$ cat src/rtl/multi_edge_counter_if.sv
// Read port of multi_edge_counter: request (sel/src) and registered response.
interface multi_edge_counter_if #(
  parameter int unsigned WIDTH = 32,
  parameter int unsigned SELW  = 2
);
  logic             rd_en;
  logic [SELW-1:0]  rd_sel;
  logic             rd_src;
  logic             rd_valid;
  logic [WIDTH-1:0] rd_data;
  logic             rd_ovf;
  logic             rd_err;

  modport master (
    output rd_en, rd_sel, rd_src,
    input  rd_valid, rd_data, rd_ovf, rd_err
  );

  modport slave (
    input  rd_en, rd_sel, rd_src,
    output rd_valid, rd_data, rd_ovf, rd_err
  );
endinterface

$ cat src/rtl/multi_edge_counter.sv
// Multi-channel edge counter: synchronise, edge-detect and count NUM_CH inputs,
// with snapshot/clear, sticky overflow and a registered read port.
module multi_edge_counter #(
  parameter int unsigned NUM_CH      = 4,
  parameter int unsigned WIDTH       = 32,
  parameter int unsigned SYNC_STAGES = 2,
  parameter int unsigned EDGE_MODE   = 0,
  parameter int unsigned SATURATE    = 0,
  parameter int unsigned SELW        = (NUM_CH > 1) ? $clog2(NUM_CH) : 1
) (
  input  logic                clk,
  input  logic                rst_n,
  input  logic [NUM_CH-1:0]   sig_in,
  input  logic [NUM_CH-1:0]   ch_en,
  input  logic                clear,
  input  logic                snap,
  multi_edge_counter_if.slave rd
);

  localparam int unsigned     WARMW   = $clog2(SYNC_STAGES + 2);
  localparam logic [WIDTH-1:0] CNT_MAX = '1;

  logic [NUM_CH-1:0] sync_q [SYNC_STAGES];
  logic [NUM_CH-1:0] prev_q;
  logic [NUM_CH-1:0] s;
  logic [NUM_CH-1:0] rise;
  logic [NUM_CH-1:0] fall;
  logic [NUM_CH-1:0] ev;
  logic [NUM_CH-1:0] inc;
  logic [WARMW-1:0]  warm_q;
  logic              warm;

  logic [WIDTH-1:0]  cnt_q        [NUM_CH];
  logic [WIDTH-1:0]  cnt_d        [NUM_CH];
  logic [WIDTH-1:0]  shadow_cnt_q [NUM_CH];
  logic [NUM_CH-1:0] ovf_q;
  logic [NUM_CH-1:0] ovf_d;
  logic [NUM_CH-1:0] shadow_ovf_q;

  logic [WIDTH-1:0]  rd_data_d;
  logic              rd_ovf_d;
  logic              rd_err_d;

  assign s    = sync_q[SYNC_STAGES-1];
  assign rise = s & ~prev_q;
  assign fall = ~s & prev_q;
  assign warm = (warm_q != '0);
  assign inc  = ev & ch_en & {NUM_CH{~warm}};

  // Edge selection
  always_comb begin
    ev = rise;
    if (EDGE_MODE == 1)      ev = fall;
    else if (EDGE_MODE == 2) ev = rise | fall;
  end

  // Synchroniser, prev flop and warm-up countdown
  always_ff @(posedge clk or negedge rst_n) begin
    if (!rst_n) begin
      for (int j = 0; j < SYNC_STAGES; j++) sync_q[j] <= '0;
      prev_q <= '0;
      warm_q <= WARMW'(SYNC_STAGES + 1);
    end else begin
      sync_q[0] <= sig_in;
      for (int j = 1; j < SYNC_STAGES; j++) sync_q[j] <= sync_q[j-1];
      prev_q <= s;
      if (warm) warm_q <= warm_q - WARMW'(1);
    end
  end

  // Counter next-state; clear wins over a same-cycle increment
  always_comb begin
    cnt_d = cnt_q;
    ovf_d = ovf_q;
    if (clear) begin
      for (int i = 0; i < NUM_CH; i++) cnt_d[i] = '0;
      ovf_d = '0;
    end else begin
      for (int i = 0; i < NUM_CH; i++) begin
        if (inc[i]) begin
          if (cnt_q[i] == CNT_MAX) begin
            ovf_d[i] = 1'b1;
            cnt_d[i] = (SATURATE != 0) ? CNT_MAX : '0;
          end else begin
            cnt_d[i] = cnt_q[i] + WIDTH'(1);
          end
        end
      end
    end
  end

  // Read mux over pre-update live or shadow values
  always_comb begin
    rd_data_d = '0;
    rd_ovf_d  = 1'b0;
    rd_err_d  = (32'(rd.rd_sel) >= NUM_CH);
    for (int i = 0; i < NUM_CH; i++) begin
      if (rd.rd_sel == SELW'(i)) begin
        rd_data_d = rd.rd_src ? cnt_q[i] : shadow_cnt_q[i];
        rd_ovf_d  = rd.rd_src ? ovf_q[i] : shadow_ovf_q[i];
      end
    end
  end

  // Live counters, shadow copy and read response registers
  always_ff @(posedge clk or negedge rst_n) begin
    if (!rst_n) begin
      for (int i = 0; i < NUM_CH; i++) begin
        cnt_q[i]        <= '0;
        shadow_cnt_q[i] <= '0;
      end
      ovf_q        <= '0;
      shadow_ovf_q <= '0;
      rd.rd_valid  <= 1'b0;
      rd.rd_data   <= '0;
      rd.rd_ovf    <= 1'b0;
      rd.rd_err    <= 1'b0;
    end else begin
      cnt_q <= cnt_d;
      ovf_q <= ovf_d;
      if (snap) begin
        shadow_cnt_q <= cnt_q;
        shadow_ovf_q <= ovf_q;
      end
      rd.rd_valid <= rd.rd_en;
      if (rd.rd_en) begin
        rd.rd_data <= rd_data_d;
        rd.rd_ovf  <= rd_ovf_d;
        rd.rd_err  <= rd_err_d;
      end
    end
  end

endmodule

$ cat src/flat_wrapper.sv
// flat-port wrapper written by rule: the top's interface ports become plain ports
module multi_edge_counter_flat 
#(
  parameter int unsigned NUM_CH      = 4,
  parameter int unsigned WIDTH       = 32,
  parameter int unsigned SYNC_STAGES = 2,
  parameter int unsigned EDGE_MODE   = 0,
  parameter int unsigned SATURATE    = 0,
  parameter int unsigned SELW        = (NUM_CH > 1) ? $clog2(NUM_CH) : 1
)
  (clk, rst_n, sig_in, ch_en, clear, snap, rd_rd_en, rd_rd_sel, rd_rd_src, rd_rd_valid, rd_rd_data, rd_rd_ovf, rd_rd_err);
  multi_edge_counter_if #(.WIDTH(WIDTH), .SELW(SELW)) rd_i ();
  input  logic clk;
  input  logic rst_n;
  input  logic [NUM_CH-1:0] sig_in;
  input  logic [NUM_CH-1:0] ch_en;
  input  logic clear;
  input  logic snap;
  input wire logic [$bits(rd_i.rd_en)-1:0] rd_rd_en;
  input wire logic [$bits(rd_i.rd_sel)-1:0] rd_rd_sel;
  input wire logic [$bits(rd_i.rd_src)-1:0] rd_rd_src;
  output wire logic [$bits(rd_i.rd_valid)-1:0] rd_rd_valid;
  output wire logic [$bits(rd_i.rd_data)-1:0] rd_rd_data;
  output wire logic [$bits(rd_i.rd_ovf)-1:0] rd_rd_ovf;
  output wire logic [$bits(rd_i.rd_err)-1:0] rd_rd_err;
  assign rd_i.rd_en = rd_rd_en;
  assign rd_i.rd_sel = rd_rd_sel;
  assign rd_i.rd_src = rd_rd_src;
  assign rd_rd_valid = rd_i.rd_valid;
  assign rd_rd_data = rd_i.rd_data;
  assign rd_rd_ovf = rd_i.rd_ovf;
  assign rd_rd_err = rd_i.rd_err;
  multi_edge_counter #(.NUM_CH(NUM_CH), .WIDTH(WIDTH), .SYNC_STAGES(SYNC_STAGES), .EDGE_MODE(EDGE_MODE), .SATURATE(SATURATE), .SELW(SELW)) u_core (.clk(clk), .rst_n(rst_n), .sig_in(sig_in), .ch_en(ch_en), .clear(clear), .snap(snap), .rd(rd_i));
endmodule
$ cat config.mk
export PLATFORM = sky130hd
export DESIGN_NAME = multi_edge_counter_flat
export DESIGN_NICKNAME = d
export VERILOG_FILES = /design/src/rtl/multi_edge_counter_if.sv /design/src/rtl/multi_edge_counter.sv /design/src/flat_wrapper.sv
export SDC_FILE = /design/constraint.sdc
export NUM_CORES = 1
export LEC_CHECK = 0
export ABC_AREA = 1
export BUFFER_PORTS_ARGS = -buffer_cell sky130_fd_sc_hd__buf_2
export CORE_UTILIZATION = 50
export CTS_CLUSTER_SIZE = 8
export DETAILED_ROUTE_END_ITERATION = 6
export PLACE_DENSITY = 0.71
export SLEW_MARGIN = 40
export SYNTH_ARGS = -nofsm -noshare
export SYNTH_HDL_FRONTEND = slang
export SYNTH_SLANG_ARGS = --single-unit
$ cat constraint.sdc
create_clock -name clk -period 3.3 [get_ports clk]
set_input_delay 0.66 -clock clk [delete_from_list [all_inputs] [get_ports clk]]
set_output_delay 0.66 -clock clk [all_outputs]
set_load 0.005 [all_outputs]
==> impl_metrics.py, run 1 <==
metrics = {
    "yosys": {
        "ys_seq_elements": 312,
        "netlist_top_cells_count": "nor2_1 (472), nand2_1 (437), dfrtp_1 (310), inv_1 (215), o21ai_0 (191)",
        "synth_cell_types": 39,
        "synth-edff-count": 0,
        "mappedNetlistArea_sq_um": 16500,
        "syn_area_per_cell_sq_um": 7.44,
        "postSynthCellCount": 2219,
        "ys_warn_count": 0,
        "synth_nets": 2240,
        "yosysMostFrequentCell": "nor2_1",
        "synth_top_area_cell": "dfrtp_1",
        "synth_ff_type": "dfrtp_1",
        "synth_top_area_share_pct": 47.0,
        "synth_area_leaders": "dfrtp_1 (47%), nor2_1 (11%), nand2_1 (9.9%)",
        "yosysSeqAreaShare_pct": 47.3,
        "postSynth.asyncResetShare_pct": 100,
    },
    "final_layout": {
        "ff_latch_area_sq_um": 7810,
        "multi_input_area_sq_um": 7410,
        "area_growth_pct": 11.5,
        "fill_cells": 3092,
        "drive_gt1_share_pct": 8.48,
        "nets": 2275,
        "final_util_pct": 56.6,
    },
    "critical_path": {
        "crit_top_cell": "nor2_1",
        "worstSetupEndpointType": "register",
        "required_ns": 3.71,
        "path_cells": "inv_1 -> ha_1 -> nand2_2 -> nor2_1 -> nor2_1 -> nor2_1 -> nand2_1 -> xor2_1 -> nor2_1",
        "cpMaxStageDelayCell": "nor2_1",
        "arrival_ns": 2.88,
        "start_kind": "register",
        "crit_fanout": 9,
        "max_stage_delay_ns": 0.60,
        "crit_type": "reg2reg",
    },
    "timing": {
        "rsz0062_at_grt": "false",
        "clock.fmax_ghz": 0.405,
        "worst_slew_pin_slew_ns": 0.793,
        "drv_slew": 0,
        "hold_violations": 0,
        "whs_ns": 0.108,
        "finalSetupViolations": 0,
        "timing.setup.tns_ns": 0,
        "layout_setup_ws_ns": 0.832,
        "slew_headroom_pct": 46.9,
        "fin_skew_ns": 0.0205,
        "fin_crit_sh_pct": 74.8,
        "finalCriticalPeriod_ns": 2.47,
    },
    "global_routing": {
        "grt_usage_pct": 29.7,
        "grt_pass1_wl_um": 77600,
        "grt_pass1_vias": 14200,
        "antenna_found_initial": 1,
        "overflow": 0,
        "grt_max_degree": 165,
    },
    "power_and_ir_drop": {
        "power_leakage_nw": 8.24,
        "vdd_ir_drop_max_mv": 0.338,
        "p_total_mw": 8.90,
        "p_per_area_nw_per_um2": 483,
    },
    "clocking": {
        "clock-root-buffer": "clkbuf_16",
        "cts.repair.resized": 0,
        "cts_setup_buffers": 0,
        "cts_buffer_depth": 3,
        "htreeDepth": 2,
        "clk_latency_ns": 0.54,
        "cts_sinks": 312,
        "holdBufCountCts": 0,
        "cts_tree": "done",
        "numCtsBuffers": 44,
        "clk_pin_slew_ns": 0.05,
    },
    "detailed_routing": {
        "firstDrtPassIters": 5,
        "vias": 15000,
        "drtAntennaViolNets": 0,
        "viasPerCell": 5.55,
        "totalWireLength_um": 48400,
        "drcViolationCount": 0,
        "routedWlPerCell_um": 17.9,
        "dr.first_iter.drc_count": 1359,
    },
    "placement": {
        "port_buffers": 49,
        "dpl_worst_slack_ns": 0.763,
        "routabilityCongestion": 0.993,
        "post-dp-hpwl_um": 35000,
    },
    "run_status": {
        "outcome": "complete, no violations",
    },
    "floorplanning": {
        "core_sq_um": 32500,
        "initial_core_util_pct": 50.8,
        "die_h_um": 184,
        "die_w_um": 184,
        "rows": 66,
        "die_area_sq_um": 33800,
        "ios": 51,
    },
    "min_path": {
        "hp-class": "in2async",
    },
    "run": {
        "timing.max_cap.violations": 0,
    },
}
-- registers in the layout (all words and copies together) (netlist names), 2 cells and up --
register / cells
u_core.cnt_q: 128
u_core.ovf_q: 4
u_core.prev_q: 4
u_core.rd.rd_data: 32
u_core.s: 4
u_core.shadow_cnt_q: 128
u_core.shadow_ovf_q: 4
u_core.sync_q: 4
u_core.warm_q: 2
-- cells in the final DEF, fill, tap and decap left out, types with 2 or more instances in the layout --
cell / Yosys / final
o21ai_0: 191 / 191
nand4_1: 44 / 44
nand2_2: 15 / 15
nor2_4: 5 / 5
nand2_4: 2 / 2
xnor2_1: 6 / 6
mux2_2: 15 / 15
buf_2: 27 / 46
buf_4: 4 / 29
nor3_1: 26 / 26
nor2_2: 10 / 11
inv_1: 215 / 215
ha_1: 5 / 5
clkbuf_1: 48 / 9
a21oi_1: 179 / 179
o211ai_1: 21 / 21
nand4_4: 2 / 2
o21ai_1: 3 / 3
xor2_1: 33 / 33
dfstp_2: 2 / 2
buf_12: 0 / 7
clkbuf_16: 0 / 46
nand3_2: 2 / 2
dfrtp_1: 310 / 310
nand3_1: 110 / 110
diode_2: 0 / 2
nor2_1: 472 / 471
o21bai_1: 5 / 5
nand3b_1: 3 / 3
nand2_1: 437 / 437
o21ai_4: 2 / 2
-- report_power, final --
group	internal, mW	leakage [nW]	switching, mW
clock	2.47	0.584	1.62
combinational	0.222	3.54	0.505
sequential	3.99	4.12	0.101
total	6.68	8.24	2.22
-- final cells by class --
| class | count | area share [%] |
|---|---|---|
| sequential | 312 | 42.4 |
| clock inverter | 1 | 0.0883 |
| timing repair buffer | 84 | 3.34 |
| multi-input combinational | 1594 | 40.2 |
| inverter | 218 | 4.48 |
| antenna | 2 | 0.0272 |
| clock buffer | 55 | 6.43 |
| tap | 442 | 3.00 |
-- stage by stage --
stage	cell area (sq um)	std cells
floorplan	16500	2219
global placement	17200	2650
detailed placement	17200	2650
CTS	18400	2706
global route	18400	2707
finish	18400	2708
-- logic make-up after synthesis --
logic type               count (synthesis)  share of synthesized area [%]
AND/OR/NAND/NOR                       1129                           28.4
AO/OA/AOI/OAI                          405                           12.9
buffers and inverters                  313                           7.86
flip-flops                             312                           47.3
XOR/XNOR                                39                           2.07
multiplexers                            15                           1.02
adder cells (fa/ha/maj)                  5                          0.379
other                                    1                         0.0227
-- critical path: cells and delay by family (launching register included) --
kind,cells,cell delay (ns)
simple gates,6,1.29
xor+xnor,1,0.15
flops,1,0.53
buf+inv,1,0.04
fa+ha+maj,1,0.34
-- worst paths after layout --
check | depth (start not counted) | startpoint | slack, ns | end
hold / removal | 1 | rst_n | 0.11 | u_core.cnt_q[20]$_DFFE_PN0P_
max in group asynchronous | 2 | rst_n | 2.32 | u_core.cnt_q[53]$_DFFE_PN0P_
min in group clk | 1 | sig_in[0] | 0.23 | u_core.sync_q[4]$_DFF_PN0_
setup / recovery | 9 | u_core.warm_q[0]$_DFFE_PN1N_ | 0.83 | u_core.cnt_q[15]$_DFFE_PN0P_
hold reg to reg | 0 | u_core.sync_q[7]$_DFF_PN0_ | 0.34 | u_core.s[3]$_DFF_PN0_
setup reg to reg | 9 | u_core.warm_q[0]$_DFFE_PN1N_ | 0.83 | u_core.cnt_q[15]$_DFFE_PN0P_
-- routing by layer --
metal	GRT usage [%]	vias up	part of all wire [%]
met5	0	-	0
met4	11.4	0	3.4
met3	3.72	98	6.8
met2	46.9	529	46
met1	41.6	7228	44
li1	-	7183	-
No activity file was read; power rests on OpenSTA's default activity.
==> run 2: changes to the inputs <==
==> constraint.sdc (replaced) <==
create_clock -name clk -period 2.4 [get_ports clk]
set_input_delay 0.48 -clock clk [delete_from_list [all_inputs] [get_ports clk]]
set_output_delay 0.48 -clock clk [all_outputs]
set_load 0.005 [all_outputs]
==> impl_metrics.py, run 2 (synthesized netlist as in run 1, its figures left out) <==
metrics = {
    "detailed_routing": {
        "firstDrtPassIters": 5,
        "viasPerCell": 5.50,
        "vias": 15100,
        "drcViolationCount": 0,
        "routedWlPerCell_um": 18.2,
        "totalWireLength_um": 50100,
        "dr.first_iter.drc_count": 1313,
        "drtAntennaViolNets": 0,
    },
    "timing": {
        "whs_ns": 0.0226,
        "finalSetupViolations": 0,
        "finalCriticalPeriod_ns": 2.08,
        "drv_slew": 0,
        "layout_setup_ws_ns": 0.319,
        "slew_headroom_pct": 58.6,
        "hold_violations": 0,
        "timing.setup.tns_ns": 0,
        "worst_slew_pin_slew_ns": 0.615,
        "fin_crit_sh_pct": 86.7,
        "clock.fmax_ghz": 0.480,
        "rsz0062_at_grt": "false",
        "fin_skew_ns": 0.0176,
    },
    "final_layout": {
        "layout_common_cells": "nor2_1 (471), nand2_1 (437), dfrtp_1 (310), inv_1 (215), o21ai_0 (191)",
        "area_growth_pct": 13.6,
        "nets": 2313,
        "top_regs": "u_core.cnt_q (128), u_core.shadow_cnt_q (128), u_core.rd.rd_data (32)",
        "drive_gt1_share_pct": 10.1,
        "final_common_cell": "nor2_1",
    },
    "critical_path": {
        "rr_worst_depth": 11,
        "r2r_end": "u_core.cnt_q[49]$_DFFE_PN0P_",
        "crit_start": "u_core.warm_q[0]$_DFFE_PN1N_",
        "crit_family": "simple AND/OR/NAND/NOR gates",
        "cpMaxStageDelayCell": "dfstp_2",
        "required_ns": 2.86,
        "endpoint": "u_core.cnt_q[49]$_DFFE_PN0P_",
        "worstReg2RegStart": "u_core.warm_q[0]$_DFFE_PN1N_",
        "critPathBufInv": 3,
        "worstSetupEndpointType": "register",
        "crit_top_cell": "nand2_1",
        "rrSetupSlack_ns": 0.32,
        "cp.depth": 11,
        "arrival_ns": 2.55,
        "max_stage_delay_ns": 0.37,
        "start_kind": "register",
        "crit_type": "reg2reg",
        "path_cells": "inv_1 -> ha_2 -> nand2_1 -> inv_1 -> nand2_1 -> nand2_2 -> buf_4 -> nand2_1 -> o21ai_0 -> nand2_1 -> nor2_1",
        "crit_fanout": 26,
    },
    "power_and_ir_drop": {
        "power_leakage_nw": 8.44,
        "vdd_ir_drop_max_mv": 0.532,
        "p_per_area_nw_per_um2": 661,
        "p_total_mw": 12.4,
    },
    "floorplanning": {
        "die_area_sq_um": 33800,
        "ios": 51,
        "die_h_um": 184,
        "initial_core_util_pct": 50.8,
        "core_sq_um": 32500,
        "die_w_um": 184,
        "rows": 66,
    },
    "global_routing": {
        "grt_usage_pct": 30.8,
        "grt_pass1_wl_um": 80200,
        "grt_pass1_vias": 14900,
        "overflow": 0,
        "grt_util_met2_pct": 49.2,
        "grt_max_degree": 79,
        "antenna_found_initial": 2,
        "busiest_layer": "met2",
        "met3_usage_pct": 4.56,
        "use_met1_pct": 42.4,
    },
    "placement": {
        "port_buffers": 49,
        "post-dp-hpwl_um": 36100,
        "dpl_worst_slack_ns": 0.212,
        "routabilityCongestion": 0.947,
    },
    "clocking": {
        "htreeDepth": 2,
        "numCtsBuffers": 45,
        "cts_setup_buffers": 0,
        "cts_sinks": 312,
        "clock-root-buffer": "clkbuf_16",
        "clk_latency_ns": 0.55,
        "cts_buffer_depth": 3,
        "cts_tree": "done",
        "clk_pin_slew_ns": 0.05,
    },
    "run": {
        "timing.max_cap.violations": 0,
    },
    "min_path": {
        "hp-class": "in2reg",
    },
    "run_status": {
        "outcome": "complete, no violations",
    },
}
==> run 2: cell types whose count changed in the layout (fill, tap and decap cells not counted), sizes merged <==
cell,change
inv,+1
dlygate4sd3,+1
buf,+36
diode,-1
clkinv,+2
==> run 2: per-stage QoR <==
stage | instance area (sq um) | util, % | std cells
after global placement | 17500 | 53.8 | 2686
final | 18800 | 57.6 | 2747
after global routing | 18800 | 57.6 | 2747
after floorplan | 16500 | - | 2219
after CTS | 18800 | 57.6 | 2746
after detailed placement | 17500 | 53.8 | 2686
==> run 2: worst min-delay path by stage <==
stage                                     startpoint                           to  slack (ns)  depth (start not counted)
final                                      sig_in[0]   u_core.sync_q[4]$_DFF_PN0_        0.02                          1
after global routing                       sig_in[0]   u_core.sync_q[4]$_DFF_PN0_        0.01                          1
after CTS                                  sig_in[0]   u_core.sync_q[4]$_DFF_PN0_       0.007                          1
after detailed placement  u_core.sync_q[6]$_DFF_PN0_        u_core.s[2]$_DFF_PN0_        0.34                          0
after global placement    u_core.sync_q[7]$_DFF_PN0_        u_core.s[3]$_DFF_PN0_        0.33                          0
after floorplan                                rst_n  u_core.cnt_q[0]$_DFFE_PN0P_        0.18                          0
==> run 2: worst reg2reg max path: stages (launching register included) <==
cell and delay (ns):
dfstp_2 0.37, inv_1 0.05, ha_2 0.34, nand2_1 0.12, inv_1 0.07, nand2_1 0.06
nand2_2 0.21, buf_4 0.34, nand2_1 0.13, o21ai_0 0.16, nand2_1 0.06, nor2_1 0.09
==> run 2: power by group <==
group,switching [mW],internal [mW]
clock network,2.32,3.39
registers,0.129,5.48
logic,0.732,0.344
total,3.18,9.22
==> run 2: layer usage <==
metal / wire, um / vias to the layer above
met5: 19 / -
met4: 1800 / 2
met3: 2810 / 117
met2: 22900 / 483
met1: 22600 / 7252
li1: - / 7246
==> run 2: cell type report <==
cell class                 count  area (sq um)
inverter                     218           825
tap                          442           553
timing repair buffer         121           932
antenna                        1          2.50
clock inverter                 4          50.0
fill                        3084         13800
sequential                   312          7810
clock buffer                  55          1170
multi-input combinational   1594          7410
==> run 2: what timing repair did <==
item	CTS	global route
resized for setup	0	1
hold endpoints to repair	39	0
hold buffers	1	0
setup endpoints to repair	0	1
